==> src/rtl/vga_if.sv <==
// vga_if: raster-scan bundle between the timing generator and the screen
// painter / output pins.
//
// Signals (all driven by the master, sampled on clk by the slave):
//   pixel_x[9:0], pixel_y[9:0]  current scan position
//   vid_on                      position is inside the visible window
//   pixel_tick                  one-clk pulse each time the position advances
//   line_start, frame_start     one-clk pulses on the first clk of a new line / frame
//   hsync, vsync                active-low sync, already aligned to the painter pipeline
//
// Flow control: this is a free-running stream with no valid/ready pair. The
// master never stalls and the slave cannot apply backpressure; pixel_tick
// plays the role of "valid" for the position fields.
interface vga_if;
  logic [9:0] pixel_x;
  logic [9:0] pixel_y;
  logic       vid_on;
  logic       pixel_tick;
  logic       line_start;
  logic       frame_start;
  logic       hsync;
  logic       vsync;

  modport master (
    output pixel_x, pixel_y, vid_on, pixel_tick,
    output line_start, frame_start, hsync, vsync
  );

  modport slave (
    input pixel_x, pixel_y, vid_on, pixel_tick,
    input line_start, frame_start, hsync, vsync
  );
endinterface

==> src/rtl/vga_timing_gen.sv <==
// vga_timing_gen: raster timing for a VGA-style display, clocked by the
// system clock with an internal pixel-rate enable.
//
// Ports:
//   clk  system clock
//   rst  synchronous reset, active-high
//   vga  vga_if.master: pixel_x, pixel_y, vid_on, pixel_tick, line_start,
//        frame_start, hsync, vsync
//
// Parameters: horizontal/vertical display, porch and sync widths; CLK_DIV
// (1..16) clk cycles per pixel; SYNC_DLY (0..7) clk delay on hsync/vsync so
// that sync lines up with the painter's registered colour output.
// H_TOTAL and V_TOTAL must not exceed 1024.
module vga_timing_gen #(
  parameter int H_DISPLAY = 640,
  parameter int H_FP      = 16,
  parameter int H_SYNC    = 96,
  parameter int H_BP      = 48,
  parameter int V_DISPLAY = 480,
  parameter int V_FP      = 10,
  parameter int V_SYNC    = 2,
  parameter int V_BP      = 33,
  parameter int CLK_DIV   = 4,
  parameter int SYNC_DLY  = 2
) (
  input logic   clk,
  input logic   rst,
  vga_if.master vga
);

  localparam int H_TOTAL = H_DISPLAY + H_FP + H_SYNC + H_BP;
  localparam int V_TOTAL = V_DISPLAY + V_FP + V_SYNC + V_BP;

  localparam logic [3:0] DIV_LAST = 4'(CLK_DIV - 1);
  localparam logic [9:0] H_LAST   = 10'(H_TOTAL - 1);
  localparam logic [9:0] V_LAST   = 10'(V_TOTAL - 1);
  localparam logic [9:0] H_VIS    = 10'(H_DISPLAY);
  localparam logic [9:0] V_VIS    = 10'(V_DISPLAY);

  // Sync window bounds are 11 bits so an end bound of exactly 1024 still
  // compares correctly against the 10-bit counters.
  localparam logic [10:0] HS_START = 11'(H_DISPLAY + H_FP);
  localparam logic [10:0] HS_END   = 11'(H_DISPLAY + H_FP + H_SYNC);
  localparam logic [10:0] VS_START = 11'(V_DISPLAY + V_FP);
  localparam logic [10:0] VS_END   = 11'(V_DISPLAY + V_FP + V_SYNC);

  logic [3:0] div;
  logic [9:0] h_cnt;
  logic [9:0] v_cnt;
  logic       tick;
  logic       hsync_raw;
  logic       vsync_raw;

  // With CLK_DIV=1 the divider sits at 0 == DIV_LAST, so tick is always high.
  assign tick = (div == DIV_LAST);

  always_ff @(posedge clk) begin
    if (rst) begin
      div <= 4'd0;
    end else if (tick) begin
      div <= 4'd0;
    end else begin
      div <= div + 4'd1;
    end
  end

  // Counters park on the last blanking position in reset so the first tick
  // after release lands exactly on (0,0) and raises frame_start.
  always_ff @(posedge clk) begin
    if (rst) begin
      h_cnt <= H_LAST;
      v_cnt <= V_LAST;
    end else if (tick) begin
      if (h_cnt == H_LAST) begin
        h_cnt <= 10'd0;
        if (v_cnt == V_LAST) begin
          v_cnt <= 10'd0;
        end else begin
          v_cnt <= v_cnt + 10'd1;
        end
      end else begin
        h_cnt <= h_cnt + 10'd1;
      end
    end
  end

  always_comb begin
    hsync_raw = 1'b1;
    vsync_raw = 1'b1;
    if (({1'b0, h_cnt} >= HS_START) && ({1'b0, h_cnt} < HS_END)) begin
      hsync_raw = 1'b0;
    end
    if (({1'b0, v_cnt} >= VS_START) && ({1'b0, v_cnt} < VS_END)) begin
      vsync_raw = 1'b0;
    end
  end

  // Sync delay runs every clk (not on pixel_tick) because it mirrors the
  // painter's clk-rate pipeline, not a pixel-rate one.
  generate
    if (SYNC_DLY == 0) begin : g_no_dly
      assign vga.hsync = hsync_raw;
      assign vga.vsync = vsync_raw;
    end else begin : g_dly
      logic [SYNC_DLY-1:0] hs_pipe;
      logic [SYNC_DLY-1:0] vs_pipe;

      always_ff @(posedge clk) begin
        if (rst) begin
          hs_pipe <= '1;
          vs_pipe <= '1;
        end else begin
          hs_pipe <= (hs_pipe << 1) | SYNC_DLY'(hsync_raw);
          vs_pipe <= (vs_pipe << 1) | SYNC_DLY'(vsync_raw);
        end
      end

      assign vga.hsync = hs_pipe[SYNC_DLY-1];
      assign vga.vsync = vs_pipe[SYNC_DLY-1];
    end
  endgenerate

  assign vga.pixel_x     = h_cnt;
  assign vga.pixel_y     = v_cnt;
  assign vga.pixel_tick  = tick;
  assign vga.vid_on      = (h_cnt < H_VIS) && (v_cnt < V_VIS);
  assign vga.line_start  = (h_cnt == 10'd0) && (div == 4'd0);
  assign vga.frame_start = (h_cnt == 10'd0) && (v_cnt == 10'd0) && (div == 4'd0);

endmodule
==> src/flat_wrapper.sv <==
// flat-port wrapper written by rule: the top's interface ports become plain ports
module vga_timing_gen_flat 
#(
  parameter int H_DISPLAY = 640,
  parameter int H_FP      = 16,
  parameter int H_SYNC    = 96,
  parameter int H_BP      = 48,
  parameter int V_DISPLAY = 480,
  parameter int V_FP      = 10,
  parameter int V_SYNC    = 2,
  parameter int V_BP      = 33,
  parameter int CLK_DIV   = 4,
  parameter int SYNC_DLY  = 2
)
  (clk, rst, vga_pixel_x, vga_pixel_y, vga_vid_on, vga_pixel_tick, vga_line_start, vga_frame_start, vga_hsync, vga_vsync);
  vga_if vga_i ();
  input logic clk;
  input logic rst;
  output wire logic [$bits(vga_i.pixel_x)-1:0] vga_pixel_x;
  output wire logic [$bits(vga_i.pixel_y)-1:0] vga_pixel_y;
  output wire logic [$bits(vga_i.vid_on)-1:0] vga_vid_on;
  output wire logic [$bits(vga_i.pixel_tick)-1:0] vga_pixel_tick;
  output wire logic [$bits(vga_i.line_start)-1:0] vga_line_start;
  output wire logic [$bits(vga_i.frame_start)-1:0] vga_frame_start;
  output wire logic [$bits(vga_i.hsync)-1:0] vga_hsync;
  output wire logic [$bits(vga_i.vsync)-1:0] vga_vsync;
  assign vga_pixel_x = vga_i.pixel_x;
  assign vga_pixel_y = vga_i.pixel_y;
  assign vga_vid_on = vga_i.vid_on;
  assign vga_pixel_tick = vga_i.pixel_tick;
  assign vga_line_start = vga_i.line_start;
  assign vga_frame_start = vga_i.frame_start;
  assign vga_hsync = vga_i.hsync;
  assign vga_vsync = vga_i.vsync;
  vga_timing_gen #(.H_DISPLAY(H_DISPLAY), .H_FP(H_FP), .H_SYNC(H_SYNC), .H_BP(H_BP), .V_DISPLAY(V_DISPLAY), .V_FP(V_FP), .V_SYNC(V_SYNC), .V_BP(V_BP), .CLK_DIV(CLK_DIV), .SYNC_DLY(SYNC_DLY)) u_core (.clk(clk), .rst(rst), .vga(vga_i));
endmodule
==> config.mk <==
export PLATFORM = sky130hd
export DESIGN_NAME = vga_timing_gen_flat
export DESIGN_NICKNAME = d
export VERILOG_FILES = /design/src/rtl/vga_if.sv /design/src/rtl/vga_timing_gen.sv /design/src/flat_wrapper.sv
export SDC_FILE = /design/constraint.sdc
export NUM_CORES = 1
export LEC_CHECK = 0
export CAP_MARGIN = 20
export CORE_UTILIZATION = 34
export DETAILED_ROUTE_END_ITERATION = 16
export GPL_ROUTABILITY_DRIVEN = 0
export SETUP_SLACK_MARGIN = 0.05
export SLEW_MARGIN = 20
export SYNTH_ARGS = -nofsm -noshare
export SYNTH_HDL_FRONTEND = slang
export SYNTH_SLANG_ARGS = --single-unit
==> constraint.sdc <==
create_clock -name clk -period 2.65 [get_ports clk]
set_clock_uncertainty 0.1 [all_clocks]
set_input_delay 0.3975 -clock clk [delete_from_list [all_inputs] [get_ports clk]]
set_output_delay 0.3975 -clock clk [all_outputs]
set_load 0.02 [all_outputs]
==> impl_metrics.py, run 1 <==
metrics = {
    "run_status": {
        "outcome": "completed",
    },
    "sta": {
        "fin_crit_sh_pct": 94.40,
        "drv_slew": 0,
        "setup_viol": 0,
        "max_freq_mhz": 399.7,
        "tightest_slew_ns": 0.3836,
        "hold_viol_final": 0,
        "min_period_ns": 2.502,
        "setup-tns-final_ns": 0,
        "relSlewSlack_pct": 74.19,
        "grt_setup_unrepaired": "no",
        "whs_ns": 0.3157,
    },
    "power_and_ir_drop": {
        "leakage_nw": 0.6736,
        "power_frac_seq_pct": 51.8,
        "combPwrFrac_pct": 23.3,
        "ir_worst_vdd_v": 0.0002324,
        "p_sw_mw": 0.2771,
        "p_int_mw": 0.6313,
        "powerDensity_nw_per_um2": 500.0,
        "p_sw_share_pct": 30.50,
        "power_frac_clock_pct": 25.0,
    },
    "logic_synthesis": {
        "synth_cells": 166,
        "synth_async_sr_flop_share_pct": 0,
        "syn-mean-instance-area_sq_um": 8.585,
        "synth_seq_cells": 28,
        "syn_nets": 175,
        "seq_area_frac_synth_pct": 39.33,
        "synthDistinctLibCells": 41,
        "synth_area_sq_um": 1425,
        "synth_flop_cell": "dfxtp_1",
        "synth-edff-count": 0,
        "ys_warn_count": 0,
    },
    "setup_path": {
        "crit_end": "vga_frame_start",
        "cp-start-kind": "register",
        "crit_fanout": 6,
        "path_depth": 6,
        "crit_path_top_delay_cell": "dfxtp_1",
        "r2r_end": "u_core.vga.pixel_y[7]",
        "crit_top_cell": "nor4_1",
        "cp.arrival_ns": 2.00,
        "cp_data_required_time_ns": 2.15,
        "crit_buf_inv": 2,
        "r2r_cells": 6,
        "critical_path.startpoint": "u_core.vga.pixel_x[3]",
        "critPathTopFamily": "simple AND/OR/NAND/NOR gates",
        "crit_chain": "nor4_1, nand3_1, nor4_1, buf_4, and4_1, dlygate4sd2_1",
        "reg2reg_from": "u_core.div[0]",
        "r2r_slack_ns": 0.28,
        "crit_type": "register to primary output",
        "critPathCaptureType": "primary output",
        "slowest_delay_ns": 0.38,
    },
    "floorplan": {
        "ios": 28,
        "coreArea_sq_um": 4000,
        "start_util_pct": 35.63,
        "core.rowCount": 23,
        "dieArea_sq_um": 4454,
        "fp.dieH_um": 66.74,
        "die_w_um": 66.74,
    },
    "worst_hold_path": {
        "hold_class": "register to register",
    },
    "grt": {
        "grt-ovfl-total": 0,
        "grt_pass1_vias": 1261,
        "antenna_found_initial": 0,
        "grt_start_max_net_pins": 17,
        "grt_pass1_wl_um": 5796,
        "grtUsageTotal_pct": 16.73,
    },
    "cells_and_area": {
        "antenna_cells": 0,
        "drive_above_1_share_pct": 7.538,
        "area_growth_pct": 27.48,
        "fillers": 407,
        "multi_input_area_sq_um": 779.5,
        "final_cells": 249,
        "seq_area_sq_um": 560.5,
        "final_nets": 210,
    },
    "clock_network": {
        "cts_inserted_buffers": 3,
        "worstSkewPairLatency_ns": 0.27,
        "cts.clk_slew.worst_paths_ns": 0.09,
        "cts_root_buf": "clkbuf_8",
        "cts.sinks": 28,
        "post-cts-setup-buffers": 0,
        "htree_num_levels": 1,
        "cts_tree": "yes",
        "cts_max_path_buffers": 2,
    },
    "detailed_routing": {
        "drt-vias-per-instance": 5.426,
        "ant_nets": 0,
        "finalWirelength_um": 3482,
        "drtIter0Drc": 58,
        "drtPass1Iterations": 4,
        "routedWlPerCell_um": 13.98,
        "drc": 0,
        "vias": 1351,
    },
    "run": {
        "drv_cap": 0,
    },
    "place": {
        "place_hpwl_um": 2569,
        "io_buffers": 27,
        "placed_cells": 246,
    },
}
per-layer routing:
layer	GRT usage [%]	up-vias	routed length [um]
li1	-	674	-
met1	20.89	646	1631
met2	29.55	29	1699
met4	3.989	0	13
met5	0	-	0
met3	2.740	2	137
sequential cells by signal, summed over array words and instances (netlist names):
signal                count
u_core.g_dly.hs_pipe      2
u_core.g_dly.vs_pipe      2
u_core.vga.pixel_x       10
u_core.div                4
u_core.vga.pixel_y       10
worst register-to-register path, delay by kind of cell, from the launching register on:
| family | cells | cell delay (ns) |
|---|---|---|
| simple gates | 3 | 1.27 |
| flops | 1 | 0.40 |
| fa+ha+maj | 1 | 0.21 |
| buf+inv | 1 | 0.19 |
| compound gates | 1 | 0.15 |
cell usage in the layout, fill, tap and decap left out, types with 2 or more instances in the layout:
cell and n:
xor2_1 2, dfxtp_1 28, nor4_1 5, or2_2 2, o31ai_1 2, nor2_1 10
ha_1 7, clkbuf_8 3, or3_1 4, or4_1 2, and4_1 3, inv_1 11
dlygate4sd2_1 3, nand4_1 7, o21ai_0 10, nand2_1 11, xnor2_1 6, nand3_1 11
buf_4 8, a211o_1 2, and3_1 3, nor3_1 7, clkdlybuf4s50_1 24, a21oi_1 11
kinds of logic (layout without fill, tap and decap cells):
logic type                 after synthesis  count (layout)  synth area share (%)
AOI/OAI and AO/OA                       31              31                 13.08
xor gates and xnor gates                 8               8                 4.917
adders and majority gates                7               7                 6.145
buffers and inverters                   17              50                 5.969
DFF                                     28              28                 39.33
and+or+nand+nor                         75              75                 30.55
cell type report:
cell class | count | area share [%]
Tap cell | 50 | 3.444
Clock buffer | 3 | 2.273
Inverter | 12 | 2.548
Timing Repair Buffer | 35 | 17.98
Multi-Input combinational cell | 121 | 42.91
Sequential cell | 28 | 30.85
stage by stage:
| step | cell area [sq um] | total power, mW | setup slack (ns) | utilization (%) |
|---|---|---|---|---|
| 3_5_place_dp | 1779 | 0.6910 | 0.2106 | 44.48 |
| 2_1_floorplan | 1425 | 0.6117 | 0.1536 | - |
| 5_1_grt | 1817 | 0.9616 | 0.09497 | 45.42 |
| 3_3_place_gp | 1779 | 0.6844 | 0.2526 | 44.48 |
| 4_1_cts | 1817 | 0.9187 | 0.1654 | 45.42 |
| 6_report | 1817 | 0.9084 | 0.1483 | 45.42 |
how the worst min path moves through the flow:
stage                            start                       to  slack, ns  depth (start not counted)
2_1_floorplan  u_core.g_dly.hs_pipe[0]  u_core.g_dly.hs_pipe[1]       0.29                          1
3_3_place_gp   u_core.g_dly.hs_pipe[0]  u_core.g_dly.hs_pipe[1]       0.29                          1
3_5_place_dp   u_core.g_dly.hs_pipe[0]  u_core.g_dly.hs_pipe[1]       0.30                          1
4_1_cts        u_core.g_dly.hs_pipe[0]  u_core.g_dly.hs_pipe[1]       0.32                          1
5_1_grt        u_core.g_dly.hs_pipe[0]  u_core.g_dly.hs_pipe[1]       0.34                          1
6_report       u_core.g_dly.hs_pipe[0]  u_core.g_dly.hs_pipe[1]       0.32                          1
power by group through the flow:
stage / clock (mW) / sequential, mW / combinational [mW]
2_1_floorplan: 0 / 0.500 / 0.112
3_3_place_gp: 0 / 0.478 / 0.207
3_5_place_dp: 0 / 0.480 / 0.211
4_1_cts: 0.237 / 0.470 / 0.212
5_1_grt: 0.255 / 0.475 / 0.232
6_report: 0.227 / 0.470 / 0.211
cells in the mapped netlist, types with 2 or more instances:
master	count	area share, %
or2_2	2	0.88
or4_1	2	1.1
inv_1	11	2.9
clkbuf_1	2	0.53
nor3_1	7	2.5
a21oi_1	11	3.9
nand2_1	11	2.9
or3_1	4	1.8
dfxtp_1	28	39
ha_1	7	6.1
a211o_1	2	1.2
nor4_1	5	2.2
and4_1	3	1.8
nor2_1	10	2.6
xnor2_1	6	3.7
o31ai_1	2	1.1
xor2_1	2	1.2
o21ai_0	10	3.5
nand3_1	11	3.9
nand4_1	7	3.1
and3_1	3	1.3
repair_timing:
action                     in CTS  in global routing
gates resized for setup         3                  0
hold buffers                    0                  0
setup endpoints to repair       3                  0
No activity file was read; power rests on OpenSTA's default activity.
==> run 2: changes to the inputs <==
Clock period 2.65 ns to 3.1 ns, I/O delays scaled along.
==> run 2 against run 1 <==
Net effect: non-clock buffer count shrank 6; clock-buffer cell count did not move; register-to-register slack better by 0.33 ns; critical path type unchanged; largest cell class unchanged.
==> impl_metrics.py, run 2 (synthesis results as in run 1) <==
metrics = {
    "worst_hold_path": {
        "hold_class": "register to register",
        "whs_path_depth": 1,
    },
    "power_and_ir_drop": {
        "combPwrFrac_pct": 22.1,
        "ir_worst_vdd_v": 0.0001792,
        "p_int_mw": 0.5335,
        "power_frac_clock_pct": 24.6,
        "p_sw_share_pct": 30.06,
        "p_sw_mw": 0.2293,
        "leakage_nw": 0.6311,
        "power_frac_seq_pct": 53.3,
        "powerDensity_nw_per_um2": 428.1,
    },
    "floorplan": {
        "start_util_pct": 35.63,
        "coreArea_sq_um": 4000,
        "dieArea_sq_um": 4454,
        "fp.dieH_um": 66.74,
        "ios": 28,
        "die_w_um": 66.74,
        "core.rowCount": 23,
    },
    "setup_path": {
        "cp_data_required_time_ns": 2.53,
        "crit_chain": "nor2_1, nand3_1, nor4_2, and4_1, clkdlybuf4s50_1",
        "crit_fanout": 6,
        "crit_path_top_delay_cell": "clkdlybuf4s50_1",
        "path_depth": 5,
        "crit_buf_inv": 1,
        "r2r_cells": 6,
        "cp-start-kind": "register",
        "crit_type": "register to primary output",
        "critPathTopFamily": "simple AND/OR/NAND/NOR gates",
        "slowest_delay_ns": 0.60,
        "critPathCaptureType": "primary output",
        "cp.arrival_ns": 2.30,
    },
    "detailed_routing": {
        "drtPass1Iterations": 4,
        "drtIter0Drc": 90,
        "drc": 0,
        "drt-vias-per-instance": 5.473,
        "finalWirelength_um": 3400,
        "ant_nets": 0,
        "vias": 1330,
        "routedWlPerCell_um": 13.99,
    },
    "grt": {
        "grt_start_max_net_pins": 17,
        "grt-ovfl-total": 0,
        "grtUsageTotal_pct": 16.79,
        "grt_pass1_vias": 1227,
        "grt_pass1_wl_um": 5706,
        "antenna_found_initial": 0,
    },
    "clock_network": {
        "cts_tree": "yes",
        "cts_max_path_buffers": 2,
        "cts.sinks": 28,
        "cts_inserted_buffers": 3,
        "worstSkewPairLatency_ns": 0.26,
        "htree_num_levels": 1,
        "cts.clk_slew.worst_paths_ns": 0.08,
        "cts_root_buf": "clkbuf_8",
    },
    "cells_and_area": {
        "postLayoutCellArea_sq_um": 1782,
        "area_growth_pct": 25.02,
        "final_nets": 204,
        "final_cell_mix": "28 x dfxtp_1, 27 x clkdlybuf4s50_1",
        "drive_above_1_share_pct": 5.181,
        "fillers": 403,
        "final_common_cell": "dfxtp_1",
        "antenna_cells": 0,
    },
    "place": {
        "io_buffers": 27,
        "place_hpwl_um": 2447,
        "postPlaceCellArea_sq_um": 1734,
    },
    "sta": {
        "fin_crit_sh_pct": 92.49,
        "setup-tns-final_ns": 0,
        "drv_slew": 0,
        "setup_viol": 0,
        "relSlewSlack_pct": 53.64,
        "min_period_ns": 2.867,
        "grt_setup_unrepaired": "no",
        "tightest_slew_ns": 0.6882,
        "hold_viol_final": 0,
        "max_freq_mhz": 348.8,
    },
    "run_status": {
        "outcome": "completed",
    },
    "run": {
        "drv_cap": 0,
    },
}
[run 2: cell types whose count changed in the layout (fill, tap and decap cells not counted), sizes merged]
cell | before | now
buf | 8 | 2
clkdlybuf4s50 | 24 | 27
dlygate4sd2 | 3 | 0
[run 2: worst register-to-register path, cell delays in order, from the launching register on]
cell,delay [ns]
dfxtp_1,0.39
ha_1,0.20
or3b_1,0.48
clkinv_2,0.20
nand4_4,0.23
o21ai_0,0.65
nor2_1,0.10
[run 2: area by class of cell]
class | count | area (sq um) | area share, %
multi-input cells | 121 | 785.8 | 44.10
flip-flops and latches | 28 | 560.5 | 31.46
repair buffers | 29 | 285.3 | 16.01
well taps | 50 | 62.56 | 3.511
inverters | 12 | 46.29 | 2.598
clock buffers | 3 | 41.29 | 2.317
[run 2: what timing repair did]
action,in CTS,in global routing
hold buffers,0,0
endpoints found under the setup margin,0,1
buffers inserted,0,0
gates resized for setup,0,1
[run 2: worst paths after layout]
| check | start | end | slack [ns] |
|---|---|---|---|
| max | u_core.vga.pixel_x[5] | vga_frame_start | 0.23 |
| min | u_core.g_dly.hs_pipe[0] | u_core.g_dly.hs_pipe[1] | 0.32 |
| max reg2reg | u_core.div[0] | u_core.vga.pixel_y[0] | 0.61 |
| min reg2reg | u_core.g_dly.hs_pipe[0] | u_core.g_dly.hs_pipe[1] | 0.32 |
[run 2: power by group through the flow]
stage / sequential, mW / combinational (mW) / clock [mW]
3_3_place_gp: 0.412 / 0.165 / 0
2_1_floorplan: 0.427 / 0.0957 / 0
6_report: 0.407 / 0.168 / 0.188
3_5_place_dp: 0.414 / 0.168 / 0
4_1_cts: 0.406 / 0.169 / 0.200
5_1_grt: 0.411 / 0.186 / 0.220
[run 2: stage by stage]
step | utilization, % | cells | hold slack, ns | setup WS, ns | power (mW)
after floorplan | - | 166 | 0.2895 | 0.5361 | 0.5229
after global placement | 43.35 | 240 | 0.2919 | 0.5096 | 0.5771
after detailed placement | 43.35 | 240 | 0.2995 | 0.4456 | 0.5819
after CTS | 44.39 | 243 | 0.3252 | 0.1147 | 0.7747
after global routing | 44.54 | 243 | 0.3387 | 0.03073 | 0.8172
final | 44.54 | 243 | 0.3178 | 0.2327 | 0.7628
[run 2: per-layer routing]
layer | GRT usage, % | up-vias | part of all wire, %
met5 | 0 | - | 0
met4 | 5.053 | 0 | 1.1
met3 | 2.568 | 4 | 4.3
met2 | 28.91 | 34 | 48
met1 | 21.29 | 632 | 47
li1 | - | 660 | -
